**config.mk**
```make
export PLATFORM = sky130hd
export DESIGN_NAME = miinst_dispatch_queue_flat
export DESIGN_NICKNAME = d
export VERILOG_FILES = /design/src/rtl/miinst_dispatch_queue_if.sv /design/src/rtl/miinst_dispatch_queue.sv /design/src/flat_wrapper.sv
export SDC_FILE = /design/constraint.sdc
export NUM_CORES = 1
export LEC_CHECK = 0
export CELL_PAD_IN_SITES_DETAIL_PLACEMENT = 0
export CELL_PAD_IN_SITES_GLOBAL_PLACEMENT = 1
export CORE_MARGIN = 5
export CORE_UTILIZATION = 38
export CTS_BUF_LIST = sky130_fd_sc_hd__clkbuf_4 sky130_fd_sc_hd__clkbuf_8 sky130_fd_sc_hd__clkbuf_16
export CTS_CLUSTER_SIZE = 24
export DETAILED_ROUTE_END_ITERATION = 7
export GPL_ROUTABILITY_DRIVEN = 0
export PLACE_DENSITY_LB_ADDON = 0.25
export RECOVER_POWER = 50
export SETUP_SLACK_MARGIN = 0.4
export SKIP_LAST_GASP = 1
export SLEW_MARGIN = 20
export SYNTH_ARGS = -nofsm -noshare
export SYNTH_HDL_FRONTEND = slang
export SYNTH_SLANG_ARGS = --single-unit
export TNS_END_PERCENT = 30
```
**constraint.sdc**
```tcl
create_clock -name i_clk -period 3.4 [get_ports i_clk]
set_clock_uncertainty 0.2 [all_clocks]
set_input_delay 0.68 -clock i_clk [delete_from_list [all_inputs] [get_ports i_clk]]
set_output_delay 0.68 -clock i_clk [all_outputs]
set_load 0.01 [all_outputs]
```
**src/rtl/miinst_dispatch_queue_if.sv**
```systemverilog
// Micro-instruction type package plus the dispatch-queue handshake interface.
// Ports (interface signals): enq_miinst/enq_valid/enq_ready (upstream enqueue), stall/flush (decode control),
//   deq_miinst_head/deq_valid (head entry to decode), count (occupancy). master = upstream/decode side, slave = queue.
package miinst_pkg;

  typedef struct packed {
    logic [31:0] pc;
    logic [7:0]  opcode;
    logic [4:0]  rd;
    logic [4:0]  rs1;
    logic [4:0]  rs2;
  } miinst_t;

  // A nop keeps the pc of the last consumed instruction so decode still sees a sane pc.
  function automatic miinst_t nop(input logic [31:0] pc);
    miinst_t m;
    m    = '0;
    m.pc = pc;
    return m;
  endfunction

endpackage

interface miinst_dispatch_queue_if #(
  parameter int DEPTH = 4
);
  import miinst_pkg::*;

  localparam int CNT_W = $clog2(DEPTH) + 1;

  miinst_t            enq_miinst;
  logic               enq_valid;
  logic               enq_ready;
  logic               stall;
  logic               flush;
  miinst_t            deq_miinst_head;
  logic               deq_valid;
  logic [CNT_W-1:0]   count;

  modport master (
    output enq_miinst, enq_valid, stall, flush,
    input  enq_ready, deq_miinst_head, deq_valid, count
  );

  modport slave (
    input  enq_miinst, enq_valid, stall, flush,
    output enq_ready, deq_miinst_head, deq_valid, count
  );

endinterface

```
**src/rtl/miinst_dispatch_queue.sv**
```systemverilog
// Micro-instruction FIFO feeding decode; presents the head entry, or nop(last_pc) when empty.
// Ports: i_clk, i_rst (async active-high), io_q (slave modport: enq/stall/flush in; head/deq_valid/enq_ready/count out).
// Optional macro MIQ_BYPASS_EN: empty-queue enqueue is visible at the head in the same cycle (zero latency).
module miinst_dispatch_queue
  import miinst_pkg::*;
#(
  parameter int DEPTH = 4
) (
  input  logic                       i_clk,
  input  logic                       i_rst,
  miinst_dispatch_queue_if.slave     io_q
);

  localparam int PTR_W = $clog2(DEPTH);
  localparam int CNT_W = PTR_W + 1;
  localparam logic [CNT_W-1:0] FULL_CNT = CNT_W'(DEPTH);

  miinst_t            r_mem [DEPTH];
  logic [PTR_W-1:0]   r_rd_ptr;
  logic [PTR_W-1:0]   r_wr_ptr;
  logic [CNT_W-1:0]   r_count;
  logic [31:0]        r_last_pc;

  logic               w_empty;
  logic               w_enq_ready;
  logic               w_bypass;
  logic               w_bypass_take;
  logic               w_push;
  logic               w_pop;

  assign w_empty     = (r_count == '0);
  // Readiness depends only on occupancy, so a full queue never accepts even if it pops this cycle.
  assign w_enq_ready = (r_count != FULL_CNT);

`ifdef MIQ_BYPASS_EN
  assign w_bypass = w_empty & io_q.enq_valid & ~io_q.flush;
`else
  assign w_bypass = 1'b0;
`endif
  // A bypassed entry consumed directly by decode never touches storage.
  assign w_bypass_take = w_bypass & ~io_q.stall;

  assign w_push = io_q.enq_valid & w_enq_ready & ~io_q.flush & ~w_bypass_take;
  assign w_pop  = ~w_empty & ~io_q.stall & ~io_q.flush;

  assign io_q.enq_ready       = w_enq_ready;
  assign io_q.count           = r_count;
  assign io_q.deq_valid       = ~w_empty | w_bypass;
  assign io_q.deq_miinst_head = !w_empty ? r_mem[r_rd_ptr] :
                                w_bypass ? io_q.enq_miinst : nop(r_last_pc);

  // Storage is deliberately left unreset; validity is tracked by r_count alone.
  always_ff @(posedge i_clk) begin
    if (w_push) begin
      r_mem[r_wr_ptr] <= io_q.enq_miinst;
    end
  end

  always_ff @(posedge i_clk or posedge i_rst) begin
    if (i_rst) begin
      r_rd_ptr  <= '0;
      r_wr_ptr  <= '0;
      r_count   <= '0;
      r_last_pc <= '0;
    end else if (io_q.flush) begin
      // last_pc survives a flush so the nop still carries the last retired pc.
      r_rd_ptr <= '0;
      r_wr_ptr <= '0;
      r_count  <= '0;
    end else begin
      if (w_push) begin
        r_wr_ptr <= r_wr_ptr + PTR_W'(1);
      end
      if (w_pop) begin
        r_rd_ptr  <= r_rd_ptr + PTR_W'(1);
        r_last_pc <= r_mem[r_rd_ptr].pc;
      end else if (w_bypass_take) begin
        r_last_pc <= io_q.enq_miinst.pc;
      end
      if (w_push && !w_pop) begin
        r_count <= r_count + CNT_W'(1);
      end else if (w_pop && !w_push) begin
        r_count <= r_count - CNT_W'(1);
      end
    end
  end

  // Occupancy must stay within 0..DEPTH.
  always @(posedge i_clk) begin
    if (!i_rst) begin
      assert (!(w_push && !w_pop && r_count == FULL_CNT))
        else $error("dispatch queue overflow");
      assert (!(w_pop && !w_push && r_count == '0))
        else $error("dispatch queue underflow");
    end
  end

endmodule

```
**src/flat_wrapper.sv**
```systemverilog
// flat-port wrapper written by rule: the top's interface ports become plain ports
module miinst_dispatch_queue_flat import miinst_pkg::*;
#(
  parameter int DEPTH = 4
)
  (i_clk, i_rst, io_q_enq_miinst, io_q_enq_valid, io_q_stall, io_q_flush, io_q_enq_ready, io_q_deq_miinst_head, io_q_deq_valid, io_q_count);
  miinst_dispatch_queue_if #(.DEPTH(DEPTH)) io_q_i ();
  input  logic i_clk;
  input  logic i_rst;
  input wire logic [$bits(io_q_i.enq_miinst)-1:0] io_q_enq_miinst;
  input wire logic [$bits(io_q_i.enq_valid)-1:0] io_q_enq_valid;
  input wire logic [$bits(io_q_i.stall)-1:0] io_q_stall;
  input wire logic [$bits(io_q_i.flush)-1:0] io_q_flush;
  output wire logic [$bits(io_q_i.enq_ready)-1:0] io_q_enq_ready;
  output wire logic [$bits(io_q_i.deq_miinst_head)-1:0] io_q_deq_miinst_head;
  output wire logic [$bits(io_q_i.deq_valid)-1:0] io_q_deq_valid;
  output wire logic [$bits(io_q_i.count)-1:0] io_q_count;
  assign io_q_i.enq_miinst = io_q_enq_miinst;
  assign io_q_i.enq_valid = io_q_enq_valid;
  assign io_q_i.stall = io_q_stall;
  assign io_q_i.flush = io_q_flush;
  assign io_q_enq_ready = io_q_i.enq_ready;
  assign io_q_deq_miinst_head = io_q_i.deq_miinst_head;
  assign io_q_deq_valid = io_q_i.deq_valid;
  assign io_q_count = io_q_i.count;
  miinst_dispatch_queue #(.DEPTH(DEPTH)) u_core (.i_clk(i_clk), .i_rst(i_rst), .io_q(io_q_i));
endmodule
```
==> out/results.md <==
| Parameter | This run |
| --- | --- |
| Overall Power | 10800 uW |
| Average instance area after synthesis | 21.4 sq um |
| Setup slack of the most critical reg-to-reg path | 0.70 ns |
| DRT antenna net count | 0 |
| Launching element type of the critical path | flip-flop |
| Unique masters post-synth | 29 |
| Aggregate negative setup slack | 0 ns |
| DPL Wire Length | 12500 um |
| Vert. Die Dim | 174 um |
| Most used standard cell by instance count after synthesis | edfxtp_1 |
| Leakage Power | 0.00454 uW |
| Cell type with the highest occurrence count on the critical path | buf_6 |
| Netlist area before placement | 0.0102 sq mm |
| Tightest Hold Check Type | reg2reg |
| Count of endpoints failing hold in the final timing report | 0 |
| Max VDD drop | 385 uV |
| Post-Syn Instances | 477 |
| Number of buffer and inverter instances along the worst setup path | 4 |
| Cells traversed along the worst timing path | buf_6 -> buf_16 -> buf_12 -> mux4_2 -> mux2_4 -> buf_6 |
| Endpoint class of the critical path | output pin |
| Latest clock arrival within the worst-skew pair | 0.54 ns |
| Fin crit share | 93.8% |
| Placed inst area | 0.0119 sq mm |
| Sequential element share of the synthesized area | 74.3% |
| Vias post-DR | 5038 |
| Global-route wire length before repair | 33500 um |
| Drt pass-1 iters | 4 |
| Area share of the largest cell type after synthesis | 64.7% |
| PortBufs | 119 |
| Most used standard cells in the synthesized netlist | edfxtp_1 (220), mux2_2 (66), mux4_2 (55), dfrtp_1 (39), nor2b_1 (23) |
| Inserted Diodes | 0 |
| Post-detailed-route DRC marker count | 0 |
| Cell depth of the worst min-delay path | 1 |
| Clock-pin slew on the worst setup and hold paths | 0.06 ns |
| Number of antenna violations at the first check in global routing | 4 |
| Via/cell ratio | 5.04 |
| Outcome | finished, final reports clean |
| WP data arrival | 2.31 ns |
| Detailed Route WL | 21900 um |
| Critical register-to-register path startpoint | u_core.io_q.count[2] |
| Number of buffers on the longest clock path | 3 |
| Buffer type at the clock tree root | clkbuf_16 |
| Post-Syn Nets | 542 |
| Setup repair after global routing missed its margin | yes |
| Path depth of the worst reg2reg path | 5 |
| Pin count of the biggest net entering global routing | 33 |
| Hold Path End | u_core.r_last_pc[25] |
| Register bit count reported by yosys | 259 |
| Final Slew Violations | 0 |
| Core Area | 0.0267 sq mm |
| Synth top area cells | edfxtp_1 (65%), mux4_2 (12%), dfrtp_1 (9.6%) |
| Routed wire length per instance | 21.9 um |
| Post-layout minimum cycle time | 3.19 ns |
| Total non-filler cell area in the finished layout | 0.0131 sq mm |
| Area of the multi-input gates | 0.00249 sq mm |
| Count of H-tree levels built during CTS | 1 |
| Proportion of synthesized flip-flops having asynchronous set or reset | 15.1% |
| Violation count after the first detailed-route iteration | 170 |
| Boundary Pins | 120 |
| Clock tree from TritonCTS | done |
| Die Area | 0.0302 sq mm |
| Overall Global Routing Usage | 14.4% |
| Launch instance of the worst min-delay path | u_core.r_last_pc[25] |
| Via count of the first global-routing pass | 5568 |
| Headroom to the max-slew limit | 5.63% |
| Share of cells above drive strength 1 | 37.4% |
| Reg2reg end | u_core.r_mem[3][5] |
| Die span in x | 174 um |
| Final setup violation count | 0 |
| Maximum clock frequency | 0.314 GHz |
| Area growth syn-to-layout | 28.2% |
| Sequential cell area in the final layout | 0.00759 sq mm |
| Highest fanout seen on the critical path | 8 |
| Count of placed standard cells including taps | 931 |
| Fin util | 49.0% |
| Filler instances | 2195 |
| Slowest CP cell | dfrtp_4 |
| Most instantiated flip-flop cell in the synthesis netlist | edfxtp_1 |
| Required time reported for the critical path endpoint | 2.52 ns |
| Cell family with the largest share of critical-path delay | multiplexers |
| Maximum capacitance violations | 0 |
| Number of enable-type register cells in the synthesized netlist | 220 |
| Yosys warning total | 0 |
| Setup Crit Path Kind | reg2out |
| Net count reported at finish | 701 |
| Total number of placement rows | 60 |
| Number of standard cells in the layout, taps in and fillers out | 999 |
| Number of clock sinks | 259 |
| Worst Tran Pin Value | 1.42 ns |
| Starting utilization of the core area | 38.2% |
| Grt ovf | 0 |
| Number of buffers created by CTS | 28 |
| Power density normalized to cell area | 822 mW/mm^2 |
| Maximum single-stage delay on the critical path | 0.50 ns |
| Cell accounting for the most synthesized area | edfxtp_1 |
-- power by group --
part           switching (uW)  total, uW  leakage [uW]  internal, uW
clock                    1200       2940      0.000457          1740
combinational            1640       3810       0.00162          2170
sequential                167       4010       0.00246          3840
total                    3010      10800       0.00454          7750
-- stage by stage --
| step | hold WS (ns) | worst slack [ns] |
|---|---|---|
| global placement | 0.284 | 0.404 |
| detailed placement | 0.291 | 0.334 |
| finish | 0.301 | 0.212 |
| floorplan | 0.275 | 0.417 |
| global route | 0.312 | 0.145 |
| CTS | 0.306 | 0.187 |
-- layout by cell type, fill, tap and decap left out, drive strengths merged, types with 6 or more instances in the layout --
cell type	netlist	final
buf	21	61
clkbuf	3	41
clkdlybuf4s15	0	8
clkdlybuf4s50	0	6
clkinv	0	14
dfrtp	39	39
dlygate4sd2	0	13
dlygate4sd3	0	58
edfxtp	220	220
inv	7	8
mux2	66	66
mux4	55	55
nor2	8	8
nor2b	23	23
-- worst register-to-register path: stages, from the launching register on --
cell,delay [ns]
dfrtp_1,0.48
or3b_1,0.25
nand2_1,0.13
nor2_1,0.25
and2_0,0.21
clkbuf_2,0.77
-- what timing repair did --
item                       4_1_cts  5_1_grt
hold endpoints to repair         0        0
setup buffers                    9        2
hold buffers                     0        0
pin swaps                        1        1
gates resized for setup        194       28
cloned                           5        0
setup endpoints to repair       56       56
-- cells by family after synthesis --
group	after synthesis	share of synthesized area, %
flip-flops	259	74.3
multiplexers	122	19.5
AO/OA/AOI/OAI	8	0.453
adder cells (fa/ha/maj)	5	0.686
AND/OR/NAND/NOR	50	3.00
XOR/XNOR	2	0.172
buffers and inverters	31	1.90
-- area by class of cell --
cell class,instances,area share [%]
Tap cell,341,3.26
Clock inverter,18,1.19
Multi-Input combinational cell,187,19.1
Sequential cell,259,58.0
Inverter,7,0.201
Timing Repair Buffer,153,12.5
Clock buffer,34,5.79
-- layer usage --
layer	share of wire, %	GRT usage, %	up-vias	wire (um)
li1	-	-	2245	-
met1	42	18.7	2628	9200
met2	50	24.6	117	11000
met3	6.2	4.00	40	1360
met4	1.5	2.77	8	329
met5	0.15	0	-	32
-- state kept, by name, summed over array words and instances (netlist names) --
register / count
u_core.r_wr_ptr: 2
u_core.r_rd_ptr: 2
u_core.io_q.count: 3
u_core.r_last_pc: 32
u_core.r_mem: 220
-- worst max path at each step --
| stage | slack (ns) | to | depth (start not counted) | from |
|---|---|---|---|---|
| 3_3_place_gp | 0.40 | u_core.io_q.count[2] | 8 | io_q_flush |
| 4_1_cts | 0.19 | io_q_deq_miinst_head[51] | 6 | u_core.r_rd_ptr[0] |
| 5_1_grt | 0.14 | io_q_deq_miinst_head[52] | 6 | u_core.r_rd_ptr[0] |
| 2_1_floorplan | 0.42 | u_core.r_mem[0][0] | 3 | io_q_flush |
| 6_report | 0.21 | io_q_deq_miinst_head[51] | 6 | u_core.r_rd_ptr[0] |
| 3_5_place_dp | 0.33 | u_core.io_q.count[2] | 8 | io_q_flush |
No activity file was read; power rests on OpenSTA's default activity.
